**src/rtl/run_seq_pkg.sv**
```systemverilog
`default_nettype none
// ============================================================================
//  Module      : run_seq_pkg
//  Description : Shared state encoding and default constants for the
//                run_sequencer program-sequencing controller.
//  Revision    : 1.0 - initial release
// ============================================================================
package run_seq_pkg;

    // Sequencer states; every transition between them is registered.
    typedef enum logic [2:0] {
        S_IDLE     = 3'd0,
        S_CORE_RST = 3'd1,
        S_START    = 3'd2,
        S_RUN      = 3'd3,
        S_REPORT   = 3'd4,
        S_FINISH   = 3'd5
    } state_t;

    localparam int C_RST_CYCLES_DEF = 2;
    localparam int C_START_HOLD_DEF = 2;
    localparam int C_MAX_CYCLES_DEF = 10000;
    localparam int C_CNT_W_DEF      = 16;

endpackage
`default_nettype wire

```
**src/rtl/seq_counter.sv**
```systemverilog
`default_nettype none
// ============================================================================
//  Module      : seq_counter
//  Description : Loadable, clearable, enabled up-counter with a terminal
//                compare output. Shared between phase timing and run-cycle
//                measurement in run_sequencer.
//  Revision    : 1.0 - initial release
// ============================================================================
module seq_counter #(
    parameter int WIDTH = 16
) (
    input  logic             clk,
    input  logic             reset,
    input  logic             clear,
    input  logic             load,
    input  logic [WIDTH-1:0] load_val,
    input  logic             en,
    input  logic [WIDTH-1:0] term,
    output logic [WIDTH-1:0] count,
    output logic             at_term
);

    // Count register: clear beats load, load beats increment.
    always_ff @(posedge clk) begin
        if (reset || clear) begin
            count <= '0;
        end else if (load) begin
            count <= load_val;
        end else if (en) begin
            count <= count + 1'b1;
        end
    end

    assign at_term = (count == term);

endmodule
`default_nettype wire

```
**src/rtl/run_sequencer.sv**
```systemverilog
`default_nettype none
// ============================================================================
//  Module      : run_sequencer
//  Description : Runs NUM_PROGS programs on an attached core: reset pulse,
//                start pulse, wait for done (or timeout), report, repeat.
//                Optional macro RUN_SEQ_STOP_ON_TIMEOUT_EN ends the whole
//                sequence after the first timed-out program.
//  Revision    : 1.0 - initial release
// ============================================================================
module run_sequencer
    import run_seq_pkg::*;
#(
    parameter int NUM_PROGS  = 3,
    parameter int RST_CYCLES = C_RST_CYCLES_DEF,
    parameter int START_HOLD = C_START_HOLD_DEF,
    parameter int MAX_CYCLES = C_MAX_CYCLES_DEF,
    parameter int CNT_W      = C_CNT_W_DEF
) (
    input  logic                         clk,
    input  logic                         reset,
    input  logic                         go,
    input  logic                         abort,
    input  logic                         core_done,
    output logic                         core_reset,
    output logic                         core_start,
    output logic [$clog2(NUM_PROGS)-1:0] prog_sel,
    output logic                         busy,
    output logic                         result_valid,
    output logic [$clog2(NUM_PROGS)-1:0] result_prog,
    output logic [CNT_W-1:0]             result_cycles,
    output logic                         result_timeout,
    output logic                         all_done
);

    localparam int PW = $clog2(NUM_PROGS);

    localparam logic [CNT_W-1:0] C_RST_TERM   = CNT_W'(RST_CYCLES - 1);
    localparam logic [CNT_W-1:0] C_START_TERM = CNT_W'(START_HOLD - 1);
    localparam logic [CNT_W-1:0] C_RUN_TERM   = CNT_W'(MAX_CYCLES - 1);
    localparam logic [PW-1:0]    C_LAST_PROG  = PW'(NUM_PROGS - 1);

`ifdef RUN_SEQ_STOP_ON_TIMEOUT_EN
    localparam logic C_STOP_ON_TIMEOUT = 1'b1;
`else
    localparam logic C_STOP_ON_TIMEOUT = 1'b0;
`endif

    state_t           r_state;
    state_t           w_next_state;
    logic             r_abort_rst;
    logic             w_cnt_load;
    logic             w_cnt_en;
    logic [CNT_W-1:0] w_term;
    logic [CNT_W-1:0] w_cnt;
    logic             w_at_term;
    logic             w_last;
    logic             w_run_end;

    seq_counter #(
        .WIDTH (CNT_W)
    ) u_counter (
        .clk      (clk),
        .reset    (reset),
        .clear    (1'b0),
        .load     (w_cnt_load),
        .load_val ('0),
        .en       (w_cnt_en),
        .term     (w_term),
        .count    (w_cnt),
        .at_term  (w_at_term)
    );

    assign w_last    = (prog_sel == C_LAST_PROG);
    // A run ends on done or timeout; abort suppresses it so nothing is reported.
    assign w_run_end = (r_state == S_RUN) && !abort && (core_done || w_at_term);

    // Terminal value for the phase currently being timed.
    always_comb begin
        w_term = C_RUN_TERM;
        case (r_state)
            S_CORE_RST: w_term = C_RST_TERM;
            S_START:    w_term = C_START_TERM;
            default:    w_term = C_RUN_TERM;
        endcase
    end

    // State register.
    always_ff @(posedge clk) begin
        if (reset) begin
            r_state <= S_IDLE;
        end else begin
            r_state <= w_next_state;
        end
    end

    // Next-state logic and counter control; abort overrides every transition.
    always_comb begin
        w_next_state = r_state;
        w_cnt_en     = 1'b0;
        case (r_state)
            S_IDLE: begin
                if (go) w_next_state = S_CORE_RST;
            end
            S_CORE_RST: begin
                w_cnt_en = 1'b1;
                if (w_at_term) w_next_state = S_START;
            end
            S_START: begin
                w_cnt_en = 1'b1;
                if (w_at_term) w_next_state = S_RUN;
            end
            S_RUN: begin
                w_cnt_en = !core_done;
                if (core_done || w_at_term) w_next_state = S_REPORT;
            end
            S_REPORT: begin
                if (w_last || (C_STOP_ON_TIMEOUT && result_timeout)) w_next_state = S_FINISH;
                else                                                   w_next_state = S_CORE_RST;
            end
            S_FINISH: begin
                if (!go) w_next_state = S_IDLE;
            end
            default: w_next_state = S_IDLE;
        endcase
        if (abort) w_next_state = S_IDLE;
        // Every phase starts counting from zero.
        w_cnt_load = (w_next_state != r_state);
    end

    // Program index, abort-reset flag and held result fields.
    always_ff @(posedge clk) begin
        if (reset) begin
            prog_sel       <= '0;
            r_abort_rst    <= 1'b0;
            result_prog    <= '0;
            result_cycles  <= '0;
            result_timeout <= 1'b0;
        end else begin
            r_abort_rst <= abort;
            if (!abort) begin
                if (r_state == S_IDLE && go) begin
                    prog_sel <= '0;
                end else if (r_state == S_REPORT && !w_last) begin
                    prog_sel <= prog_sel + 1'b1;
                end
            end
            if (w_run_end) begin
                result_prog    <= prog_sel;
                result_cycles  <= w_cnt;
                result_timeout <= !core_done;
            end
        end
    end

    assign core_reset   = (r_state == S_CORE_RST) || r_abort_rst;
    assign core_start   = (r_state == S_START);
    assign busy         = (r_state != S_IDLE) && (r_state != S_FINISH);
    assign result_valid = (r_state == S_REPORT);
    assign all_done     = (r_state == S_FINISH);

endmodule
`default_nettype wire

```
**config.mk**
```make
export PLATFORM = sky130hd
export DESIGN_NAME = run_sequencer
export DESIGN_NICKNAME = d
export VERILOG_FILES = /design/src/rtl/run_seq_pkg.sv /design/src/rtl/seq_counter.sv /design/src/rtl/run_sequencer.sv
export SDC_FILE = /design/constraint.sdc
export NUM_CORES = 1
export LEC_CHECK = 0
export CAP_MARGIN = 5
export CORE_ASPECT_RATIO = 0.6
export CORE_MARGIN = 10
export CORE_UTILIZATION = 45
export CTS_CLUSTER_DIAMETER = 50
export DETAILED_ROUTE_END_ITERATION = 6
export PLACE_DENSITY = 0.7
export SLEW_MARGIN = 20
export SYNTH_ARGS = -nofsm -noshare
export SYNTH_HDL_FRONTEND = slang
export SYNTH_SLANG_ARGS = --single-unit
```
**constraint.sdc**
```tcl
create_clock -name clk -period 4.2 [get_ports clk]
set_clock_uncertainty 0.05 [all_clocks]
set_input_delay 0.63 -clock clk [delete_from_list [all_inputs] [get_ports clk]]
set_output_delay 0.63 -clock clk [all_outputs]
set_load 0.01 [all_outputs]
```
==> reports/results.ini <==
[clock_network]
cts_max_path_buffers=2
cts_htree_levels=2
cts_clk_pin_slew_worst_paths_ns=0.08
tritoncts_clock_tree=done
worst_skew_pair.late_latency_ns=0.30
cts-resized-gates=0
cts-root-buf=clkbuf_8
cts_setup_buffers=0
clock-sinks=41
cts_hold_buf=0
number_of_buffers_created_by_cts=5

[layout]
final_area_sq_mm=0.00237
final_net_count=249
insertedDiodeCount=0
syn_to_final_growth_pct=21.7
layout.cells.most_common=dfxtp_1
drive_above_1_share=0.107
fillCellCount=400
layout.cells.most_common_list=41 x dfxtp_1, 40 x nor2_1, 30 x clkdlybuf4s50_1, 19 x mux2i_1, 14 x nand2_1

[critical_path]
reg2regPathDepth=6
worstPathRequired_ns=4.31
path_class=register to register
kind_of_start_point_of_the_critical_path=register
timing.critical_path.fanout_max=16
cp.arrival_ns=3.00
setup.worst_path.end_class=register

[synthesis]
netlist.top_cell.by_area=dfxtp_1
synthFlopType=dfxtp_1
synthesized_area_per_cell_sq_um=9.06
synth_largest_type_area_fraction=0.421
synth.area.top_cells=dfxtp_1 42%, mux2i_1 9.8%, nor2_1 7.7%, xor2_1 4.5%, nor2_2 3.2%
synth-async-reset-ratio=0
post_synth_inst_count=215
netlist_area_sq_mm=0.00195
synth.yosys.warnings=0
ys_seq_elements=41
synth_edf_count=0
yosysUniqueCellTypes=42
ys_seq_area_frac=0.421
synth_nets=222

[detailed_routing]
total_number_of_vias=1513
detail_route.vias_per_cell=4.99
drtPass1Iterations=4
antenna_left=0
number_of_design_rule_violations_left_by_the_first_detailed_router_iteration=38
route.detailed.drc=0
routed_wl_mm=4.16
routedWlPerCell_microns=13.7

[power]
power_density_mw_per_mm2=289
vdd_drop_max_v=0.000163
power.share.clock=0.369
p_sw_uw=163
p_leak_nw=0.953
share_comb_of_total_power=0.057
switching_share=0.239
power_report.internal_total_uw=521
seqPwrFrac=0.574

[global_routing]
globalRouteOverflowTotal=0
via_count_of_the_first_global_routing_pass=1409
grt_max_degree=21
antenna_found_initial=0
grt_first_pass_wirelength_mm=7.11
grt.total_usage=0.116

[hold_path]
type_of_the_worst_min_delay_path=register to register
worstHoldPathCells=2

[sta]
setup_total_negative_slack_ns=0
setup_ws_ns=1.30
unrepaired_setup_endpoints_after_global_routing=false
timing.slew.headroom=0.521
final_max_slew_viol_count=0
finalWorstPathRequiredPeriod_ns=2.90
final_hold_vios=0
worstMarginPinSlew_ns=0.708
setup_viol_count_final=0
fmaxAchievable_ghz=0.345
crit_share_post_route=0.689

[die]
start_util=0.470
fp.dieW_microns=105
floorplan_die_area_sq_mm=0.00745
core_area_sq_mm=0.00414
fp-row-count=18
chipHeight_microns=71.0
floorplan.io_pins=31

[placement]
place_worst_setup_slack_ns=1.02
post_dp_cell_area_sq_mm=0.00229
input_output_buffers=30
globalplace.congestion=0.847
place_hpwl_mm=2.99

[job]
drv.max_cap_violation_count=0

[outcome]
result_of_the_run=finished clean

-- power by group through the flow --
stage | clock (mW) | combinational, mW | sequential, mW
finish | 0.252 | 0.0389 | 0.393
floorplan | 0 | 0.0293 | 0.400
global placement | 0 | 0.0391 | 0.402
detailed placement | 0 | 0.0394 | 0.402
global route | 0.279 | 0.0429 | 0.393
CTS | 0.260 | 0.0395 | 0.393
-- cells by family after synthesis --
logic type / share of synthesized area
simple gates: 0.242
flops: 0.421
compound gates: 0.100
mux: 0.115
xor+xnor: 0.0719
buf+inv: 0.0366
fa+ha+maj: 0.0128
-- worst max-delay path, cell delays in order, from the launching register on --
cell and delay [ns]:
dfxtp_1 0.36, or4_1 0.56, or4_4 0.56, a21oi_2 0.31, o2bb2ai_2 0.20, mux2i_4 0.61, nor2_1 0.11
-- synthesized netlist by cell type, drive strengths merged (2+ instances only) --
master / n
nor2: 50
dfxtp: 41
mux2i: 20
nand2: 14
xor2: 10
clkbuf: 7
xnor2: 6
a21oi: 5
and3: 5
buf: 5
nand4: 5
a2111oi: 4
a21o: 4
inv: 4
nand3: 4
a211oi: 3
nor2b: 3
nor3: 3
and4: 2
ha: 2
o21ai: 2
or2: 2
or3: 2
or4: 2
-- registers in the layout, indices dropped and copies added, names as in the netlist --
signal           count
result_cycles       16
u_counter.count     16
r_state              3
prog_sel             2
result_prog          2
r_abort_rst          1
result_timeout       1
-- routing by layer --
metal	global-route usage	up-vias	wire length, microns
li1	-	792	-
met1	0.164	688	2330
met2	0.149	28	1470
met3	0.0515	5	311
met4	0.0409	0	46
met5	0	-	0
-- metrics by stage --
step                total power, mW  hold slack [ns]  cells   util
floorplan                     0.430            0.454    215      -
global placement              0.441            0.424    295  0.552
global route                  0.715            0.479    303  0.572
CTS                           0.693            0.444    303  0.572
finish                        0.684            0.442    303  0.572
detailed placement            0.441            0.430    295  0.552
-- layout make-up --
type / instances / area [sq um] / area share
Clock buffer: 6 / 72.6 / 0.0306
Clock inverter: 2 / 10.0 / 0.00422
Multi-Input combinational cell: 158 / 1060 / 0.448
Inverter: 4 / 15.0 / 0.00633
Timing Repair Buffer: 32 / 315 / 0.133
Tap cell: 60 / 75.1 / 0.0317
Sequential cell: 41 / 821 / 0.346
-- path summary, 6_finish.rpt --
path / startpoint / to / slack [ns]
worst min-delay path: result_timeout$_SDFFE_PP0P_ / result_timeout$_SDFFE_PP0P_ / 0.44
worst min register to register: result_timeout$_SDFFE_PP0P_ / result_timeout$_SDFFE_PP0P_ / 0.44
worst max register to register: u_counter.count[8]$_SDFFE_PP0P_ / u_counter.count[5]$_SDFFE_PP0P_ / 1.30
worst max-delay path: u_counter.count[8]$_SDFFE_PP0P_ / u_counter.count[5]$_SDFFE_PP0P_ / 1.30
Note: power is estimated with default switching activity, not from simulation.
